## src/rtl/present_pkg.sv

```systemverilog
// present_pkg -- shared definitions for the PRESENT-80 encryptor.
//   SBOX_TABLE  : 4-bit S-box, entry for input n in bits [4n+3:4n]
//   ROUNDS      : number of full rounds (31)
//   state_t     : encryptor FSM states
//   sbox_lookup : table lookup helper used by present_sbox
//   p_layer     : PRESENT bit permutation (bit j -> 16*j mod 63, bit 63 fixed)
package present_pkg;

    localparam int unsigned ROUNDS = 31;

    // Inputs 0..F map to C,5,6,B,9,0,A,D,3,E,F,8,4,7,1,2 (input 0 in the low nibble).
    localparam logic [63:0] SBOX_TABLE = 64'h2174_8FE3_DA09_B65C;

    typedef enum logic [1:0] {
        ST_IDLE = 2'd0,
        ST_RUN  = 2'd1,
        ST_DONE = 2'd2
    } state_t;

    function automatic logic [3:0] sbox_lookup(input logic [3:0] x);
        return SBOX_TABLE[{x, 2'b00} +: 4];
    endfunction

    function automatic logic [63:0] p_layer(input logic [63:0] s);
        logic [63:0] r;
        r = '0;
        for (int unsigned j = 0; j < 63; j++) begin
            r[6'((16 * j) % 63)] = s[6'(j)];
        end
        r[63] = s[63];
        return r;
    endfunction

endpackage

```

## src/rtl/present_sbox.sv

```systemverilog
// present_sbox -- 4-bit combinational PRESENT S-box.
//   sbox_in  : 4-bit nibble
//   sbox_out : substituted nibble
module present_sbox
    import present_pkg::*;
(
    input  logic [3:0] sbox_in,
    output logic [3:0] sbox_out
);

    assign sbox_out = sbox_lookup(sbox_in);

endmodule

```

## src/rtl/present_encryptor_top.sv

```systemverilog
// present_encryptor_top -- iterative PRESENT-80 block encryptor, one round per clock.
//   clk_i     : clock, rising edge
//   rst_ni    : asynchronous reset, active low
//   data_i    : 80-bit key (key_load) or plaintext in [63:0] (data_load)
//   key_load  : capture master key; wins over data_load
//   data_load : capture plaintext and (re)start an encryption
//   data_o    : ciphertext register
//   done_o    : data_o holds a valid ciphertext
// Build option: define PRESENT_OUT_MASK_EN to force data_o to zero while done_o is low.
// Timing: load edge, then 31 round edges, then the 32nd edge applies K32 and raises done_o.
module present_encryptor_top
    import present_pkg::*;
(
    input  logic        clk_i,
    input  logic        rst_ni,
    input  logic [79:0] data_i,
    input  logic        key_load,
    input  logic        data_load,
    output logic [63:0] data_o,
    output logic        done_o
);

    state_t      fsm;
    logic [63:0] state_q;
    logic [79:0] master_key;
    logic [79:0] work_key;
    logic [4:0]  round_q;
    logic [63:0] out_q;

    logic [63:0] round_in;
    logic [63:0] sbox_vec;
    logic [63:0] round_next;
    logic [79:0] key_rot;
    logic [3:0]  key_sb;
    logic [79:0] key_next;

    // Datapath for one round: add round key, substitute, permute.
    assign round_in = state_q ^ work_key[79:16];

    for (genvar g = 0; g < 16; g++) begin : g_sbox
        present_sbox u_sbox (
            .sbox_in  (round_in[4*g +: 4]),
            .sbox_out (sbox_vec[4*g +: 4])
        );
    end

    assign round_next = p_layer(sbox_vec);

    // Key schedule: rotate left by 61, substitute top nibble, mix in round counter.
    assign key_rot = {work_key[18:0], work_key[79:19]};

    present_sbox u_key_sbox (
        .sbox_in  (key_rot[79:76]),
        .sbox_out (key_sb)
    );

    assign key_next = {key_sb, key_rot[75:20], key_rot[19:15] ^ round_q, key_rot[14:0]};

    // Master key is independent of the FSM so a running encryption keeps its working key.
    always_ff @(posedge clk_i or negedge rst_ni) begin
        if (!rst_ni) begin
            master_key <= '0;
        end else if (key_load) begin
            master_key <= data_i;
        end
    end

    always_ff @(posedge clk_i or negedge rst_ni) begin
        if (!rst_ni) begin
            fsm      <= ST_IDLE;
            state_q  <= '0;
            work_key <= '0;
            round_q  <= '0;
            out_q    <= '0;
            done_o   <= 1'b0;
        end else if (data_load && !key_load) begin
            // Start or abort-and-restart from any state.
            fsm      <= ST_RUN;
            state_q  <= data_i[63:0];
            work_key <= master_key;
            round_q  <= 5'd1;
            done_o   <= 1'b0;
        end else begin
            case (fsm)
                ST_RUN: begin
                    state_q  <= round_next;
                    work_key <= key_next;
                    if (round_q == 5'(ROUNDS)) begin
                        fsm <= ST_DONE;
                    end else begin
                        round_q <= round_q + 5'd1;
                    end
                end
                ST_DONE: begin
                    // First edge in DONE applies the final key; afterwards the result holds.
                    if (!done_o) begin
                        out_q  <= state_q ^ work_key[79:16];
                        done_o <= 1'b1;
                    end
                end
                default: ;
            endcase
        end
    end

`ifdef PRESENT_OUT_MASK_EN
    assign data_o = done_o ? out_q : '0;
`else
    assign data_o = out_q;
`endif

endmodule

```

## config.mk

```make
export PLATFORM = sky130hd
export DESIGN_NAME = present_encryptor_top
export DESIGN_NICKNAME = d
export VERILOG_FILES = /design/src/rtl/present_pkg.sv /design/src/rtl/present_sbox.sv /design/src/rtl/present_encryptor_top.sv
export SDC_FILE = /design/constraint.sdc
export NUM_CORES = 1
export LEC_CHECK = 0
export CORE_UTILIZATION = 60
export CTS_BUF_LIST = sky130_fd_sc_hd__clkbuf_8
export CTS_CLUSTER_SIZE = 24
export DETAILED_ROUTE_END_ITERATION = 10
export PLACE_DENSITY = 0.82
export SYNTH_ARGS = -nofsm -noshare
export SYNTH_HDL_FRONTEND = slang
export SYNTH_SLANG_ARGS = --single-unit
```

## constraint.sdc

```tcl
create_clock -name clk_i -period 3 [get_ports clk_i]
set_input_delay 0.45 -clock clk_i [delete_from_list [all_inputs] [get_ports clk_i]]
set_output_delay 0.45 -clock clk_i [all_outputs]
set_load 0.01 [all_outputs]
```

# Yosys cells after proc, flatten, opt, wreduce, memory -nomap -nowiden
# Cells that the tools add are included.
[word_totals] memories=0 inputBits=84 regBits=296 mem_bits_ro=0 latch_bits=0 output_inout_bits=65 ram_bits=0
[op_classes] reduce_logical=8 n_bitwise=4 order_cmp=0 n_mux=12 add_sub_neg=1 eq_ne=4 multipliers=0 shift=17 div=0
[op_table] cell="$shiftx A64 B7 Y4 const A" n=17
[op_table] cell="$mux W80" n=2
[op_table] cell="$mux W64" n=2
[op_table] cell="$xor A64 B64 Y64" n=1
[op_table] cell="$mux W5" n=3
[op_table] cell="$mux W2" n=3
[op_table] cell="$reduce_bool A2 Y1" n=3
[op_table] cell="$add A5 B1 Y5 const B" n=1
[op_table] cell="$eq A5 B5 Y1 const B" n=1
[op_table] cell="$xor A5 B5 Y5" n=1
[op_table] cell="$reduce_and A2 Y1" n=2
[op_table] cell="$reduce_and A3 Y1" n=1
[op_table] cell="$eq A2 B1 Y1 const B" n=1
[op_table] cell="$eq A2 B2 Y1 const B" n=1
[op_table] cell="$mux W1" n=2
[op_table] cell="$ne A2 B2 Y1 const B" n=1
[op_table] cell="$not A1 Y1" n=2
[op_table] cell="$logic_and A1 B1 Y1" n=1
[op_table] cell="$logic_not A1 Y1" n=1

# Logic depth before layout (Yosys ltp)
[depth] word_depth=4 depth_mapped=8 ltp_nobuf=7

# By module
# From an unflattened synthesis, not the netlist that was laid out.
[hier_totals] cells_unflattened=1503 hier_area_um2=16279.4
[modules_own_cells] module="present_encryptor_top" cells_per_inst=1197 instances=1 area_per_inst_um2=13131.3
[modules_own_cells] module="present_sbox" cells_per_inst=18 instances=17 area_per_inst_um2=185.2

# Worst setup path after synthesis
# No wires, ideal clock.
[synth_timing] path_kind="register -> register" start="reg work_key[64]" end="reg state_q[44]" stages_incl_launch_ff=7 arrival_time_ns=1.946 path_buffers=0 period_less_slack_ns=2.073 required_time_ns=2.873 slack_ns=0.927 setup_ns=0.127 path_cell_list="dfrtp_1 > xnor2_1 > inv_1 > ha_1 > mux4_2 > a222oi_1 > inv_1"
[synth_between] elab_chain_len=4
[synth_rtl] element="start: declaration" line_no="present_encryptor_top.sv:26" text="logic [79:0] work_key;"
[synth_rtl] element="start signal: assignment" line_no="present_encryptor_top.sv:80" text="work_key <= master_key;"
[synth_rtl] element="start signal: assignment" line_no="present_encryptor_top.sv:87" text="work_key <= key_next;"
[synth_rtl] element="$xor A64 B64 Y64" line_no="present_encryptor_top.sv:38" text="assign round_in = state_q ^ work_key[79:16];"
[synth_rtl] element="$shiftx A64 B7 Y4" line_no="present_pkg.sv:21" text="return SBOX_TABLE[{x, 2'b00} +: 4];"
[synth_rtl] element="$mux W64" line_no="present_encryptor_top.sv:84" text="case (fsm)"
[synth_rtl] element="$mux W64" line_no="present_encryptor_top.sv:76" text="end else if (data_load && !key_load) begin"
[synth_rtl] element="end signal: assignment" line_no="present_encryptor_top.sv:79" text="state_q <= data_i[63:0];"
[synth_rtl] element="end signal: assignment" line_no="present_encryptor_top.sv:86" text="state_q <= round_next;"
[synth_rtl] element="end: declaration" line_no="present_encryptor_top.sv:24" text="logic [63:0] state_q;"
# Every way passes these cells. The select of a mux whose other input is x is not followed.
# A chain may end at the register's enable or synchronous reset.

# Worst setup path after layout
[layout_timing] start="reg work_key[37]" end="reg state_q[53]"
# Same word-level chain as after synthesis.

==> impl_metrics.csv <==
group,metric,value,unit
cells_and_area,syn_to_final_growth,19.6,%
critical_path,worst_setup_path_end_kind,"register",
timing,worst_slew_pin_slew,1040,ps
synth,synth.distinct_cells,44,
clock_network,post_cts_buffers,0,
detailed_routing,drc,0,
critical_path,cp.buffers_inverters,2,
synth,synth_nets,1610,
clock_network,clock_sinks,296,
cells_and_area,fillers,1654,
clock_network,post_cts_resized,0,
critical_path,critPathTopFamily,"compound AO/OA/AOI/OAI gates",
place,dp.cells,1903,
detailed_routing,vias,12392,
synth,ys_ff_latch,296,
detailed_routing,routed-wl-met2,19.9,mm
pwr,ir_worst_vdd,437,uV
floorplanning,fp.dieH,160,um
cells_and_area,nNetsFinal,1770,
cells_and_area,drive_gt1_share,13.5,%
global_route,grt_max_degree,90,
place,numPortBuffers,148,
timing,hold_viol_final,0,
global_route,grt_pass1_vias,12267,
synth,seq_area_frac_synth,49.2,%
critical_path,cp_cell_sequence,"xnor2_1 -> inv_1 -> ha_1 -> and3_1 -> a2111oi_0 -> buf_4 -> a221o_1",
place,gp_congestion,0.958,
clock_network,htree_levels,2,
global_route,grt_usage,34.9,%
place,dp_hpwl,30.5,mm
cells_and_area,antenna_cells,0,
timing,rsz0062_at_grt,"false",
critical_path,arrival,3210,ps
detailed_routing,postRouteWirelength,43.4,mm
detailed_routing,wl_met1,17.3,mm
global_route,gr-total-overflow,0,
run,drv_cap,0,
clock_network,clockBufferDepth,3,
floorplanning,start_util,61.6,%
critical_path,critPathMaxStageDelay,760,ps
timing,drv_slew,0,
timing,fmax,0.369,GHz
timing,skew,25.6,ps
floorplanning,fp-row-count,57,
critical_path,critical_path_class,"reg2reg",
floorplanning,pin_count,149,
synth,yosysWarnings,0,
detailed_routing,wl_per_cell,21.9,um
timing,slew_headroom,29.9,%
clock_network,clock-root-buffer,"clkbuf_8",
synth,synth_edf_count,0,
timing,fin_tns_setup,0,ps
clock_network,clk_pin_slew,60,ps
clock_network,cts_inserted_buffers,49,
clock_network,insertion_delay,570,ps
synth,synth_cells,1471,
detailed_routing,top_layer,"met4",
global_route,antenna_found_initial,0,
clock_network,cts_tree,"built",
floorplanning,die-area,25700,um2
synth,async_flop_share,100,%
timing,period_needed,2710,ps
critical_path,start_kind,"register",
timing,period_share,90.4,%
critical_path,crit_fanout,5,
detailed_routing,final_antenna_net_count,0,
cells_and_area,layout_commonest_cell,"dfrtp_1",
floorplanning,die_w,160,um
outcome,outcome,"finished, final reports clean",
timing,setup-violations-final,0,
floorplanning,coreArea,24500,um2
synth,synth.avg_cell_area,10.2,um2
critical_path,cpMaxStageDelayCell,"a2111oi_0",
detailed_routing,wl_met3,4.14,mm
cells_and_area,layout_common_cells,"296 x dfrtp_1, 197 x nand2_1, 158 x nor2_1, 146 x clkdlybuf4s50_1, 85 x mux2_2",
synth,synth_flop_cell,"dfrtp_1",
detailed_routing,drt_first_pass_iters,5,
cells_and_area,stdcell_count,1985,
detailed_routing,viasPerCell,6.24,
timing,hold_slack,265,ps
pwr,power.density,1000,nW/um2
global_route,grt_pass1_wl,69.1,mm
synth,synth_area,15100,um2
min_path,hp-class,"in2reg",
pwr,leakagePower,8.12,nW
critical_path,required,3500,ps
clock_network,holdBufCountCts,1,
detailed_routing,drt_iter0_drc,1319,
-- path summary, 6_finish.rpt --
| path | to | slack [ps] | startpoint | cells after the start |
|---|---|---|---|---|
| max reg2reg | state_q[53] | 290 | work_key[37] | 7 |
| max in group asynchronous | master_key[69] | 1620 | rst_ni | 3 |
| min | work_key[79] | 260 | key_load | 4 |
| min in group asynchronous | data_o[20] | 460 | rst_ni | 2 |
| max | state_q[53] | 290 | work_key[37] | 7 |
| min reg2reg | work_key[16] | 480 | master_key[16] | 2 |
-- state kept, by name (all words and copies together) (netlist names) --
register	cells
master_key	80
work_key	80
data_o	64
state_q	64
round_q	5
fsm	2
done_o	1
-- area by class of cell --
cell class | count | area (um2) | share of cell area, %
clock inverter | 20 | 83.8 | 0.465
inverter | 65 | 244 | 1.35
timing repair buffer | 197 | 1980 | 11.0
multi-input combinational | 1022 | 7060 | 39.2
tap | 324 | 405 | 2.25
clock buffer | 61 | 840 | 4.66
sequential | 296 | 7410 | 41.1
-- layer usage --
layer,vias up,global-route usage (%)
met3,123,8.01
met1,6089,47.3
met2,667,53.4
met4,0,16.3
met5,-,0
li1,5513,-
-- logic make-up after synthesis --
family	Yosys count	share of synthesized area [%]
simple gates	401	10.8
compound gates	328	14.4
flops	296	49.2
buf+inv	153	4.18
mux	147	11.4
xor+xnor	91	5.54
fa+ha+maj	55	4.57
-- report_power, final --
part	internal, mW	switching (mW)	total [mW]
Clock	1.81	1.59	3.40
Combinational	3.87	4.73	8.60
Sequential	4.95	1.08	6.03
Total	10.6	7.39	18.0
-- worst reg2reg max path, stage by stage, from the launching register on --
cell,delay [ps]
dfrtp_1,500
xnor2_1,420
inv_1,150
ha_1,310
and3_1,140
a2111oi_0,760
buf_4,260
a221o_1,110
-- synth_stat cells, types with 18 or more instances --
cell type	n	area share, %
o211ai_1	35	1.7
xor2_1	28	1.6
a22oi_1	32	1.6
mux2i_1	50	3.3
a31oi_1	78	3.2
o22ai_1	18	0.75
nor2_1	158	3.9
a221o_1	19	1.3
dfrtp_1	296	49
a21oi_1	82	2.7
inv_1	65	1.6
buf_2	41	1.4
xnor2_1	58	3.4
ha_1	55	4.6
nand2_1	197	4.9
clkbuf_1	30	0.75
mux2_2	85	6.4
o21ai_0	26	0.86
-- through the flow --
step	util, %	power, mW	setup WS (ps)	cell area [um2]
after global routing	73.7	19.2	238	18000
after CTS	73.7	17.9	418	18000
final	73.7	18.0	287	18000
after floorplan	-	11.7	927	15100
after detailed placement	69.8	14.4	453	17100
after global placement	69.8	14.0	494	17100
No activity file was read; power rests on OpenSTA's default activity.
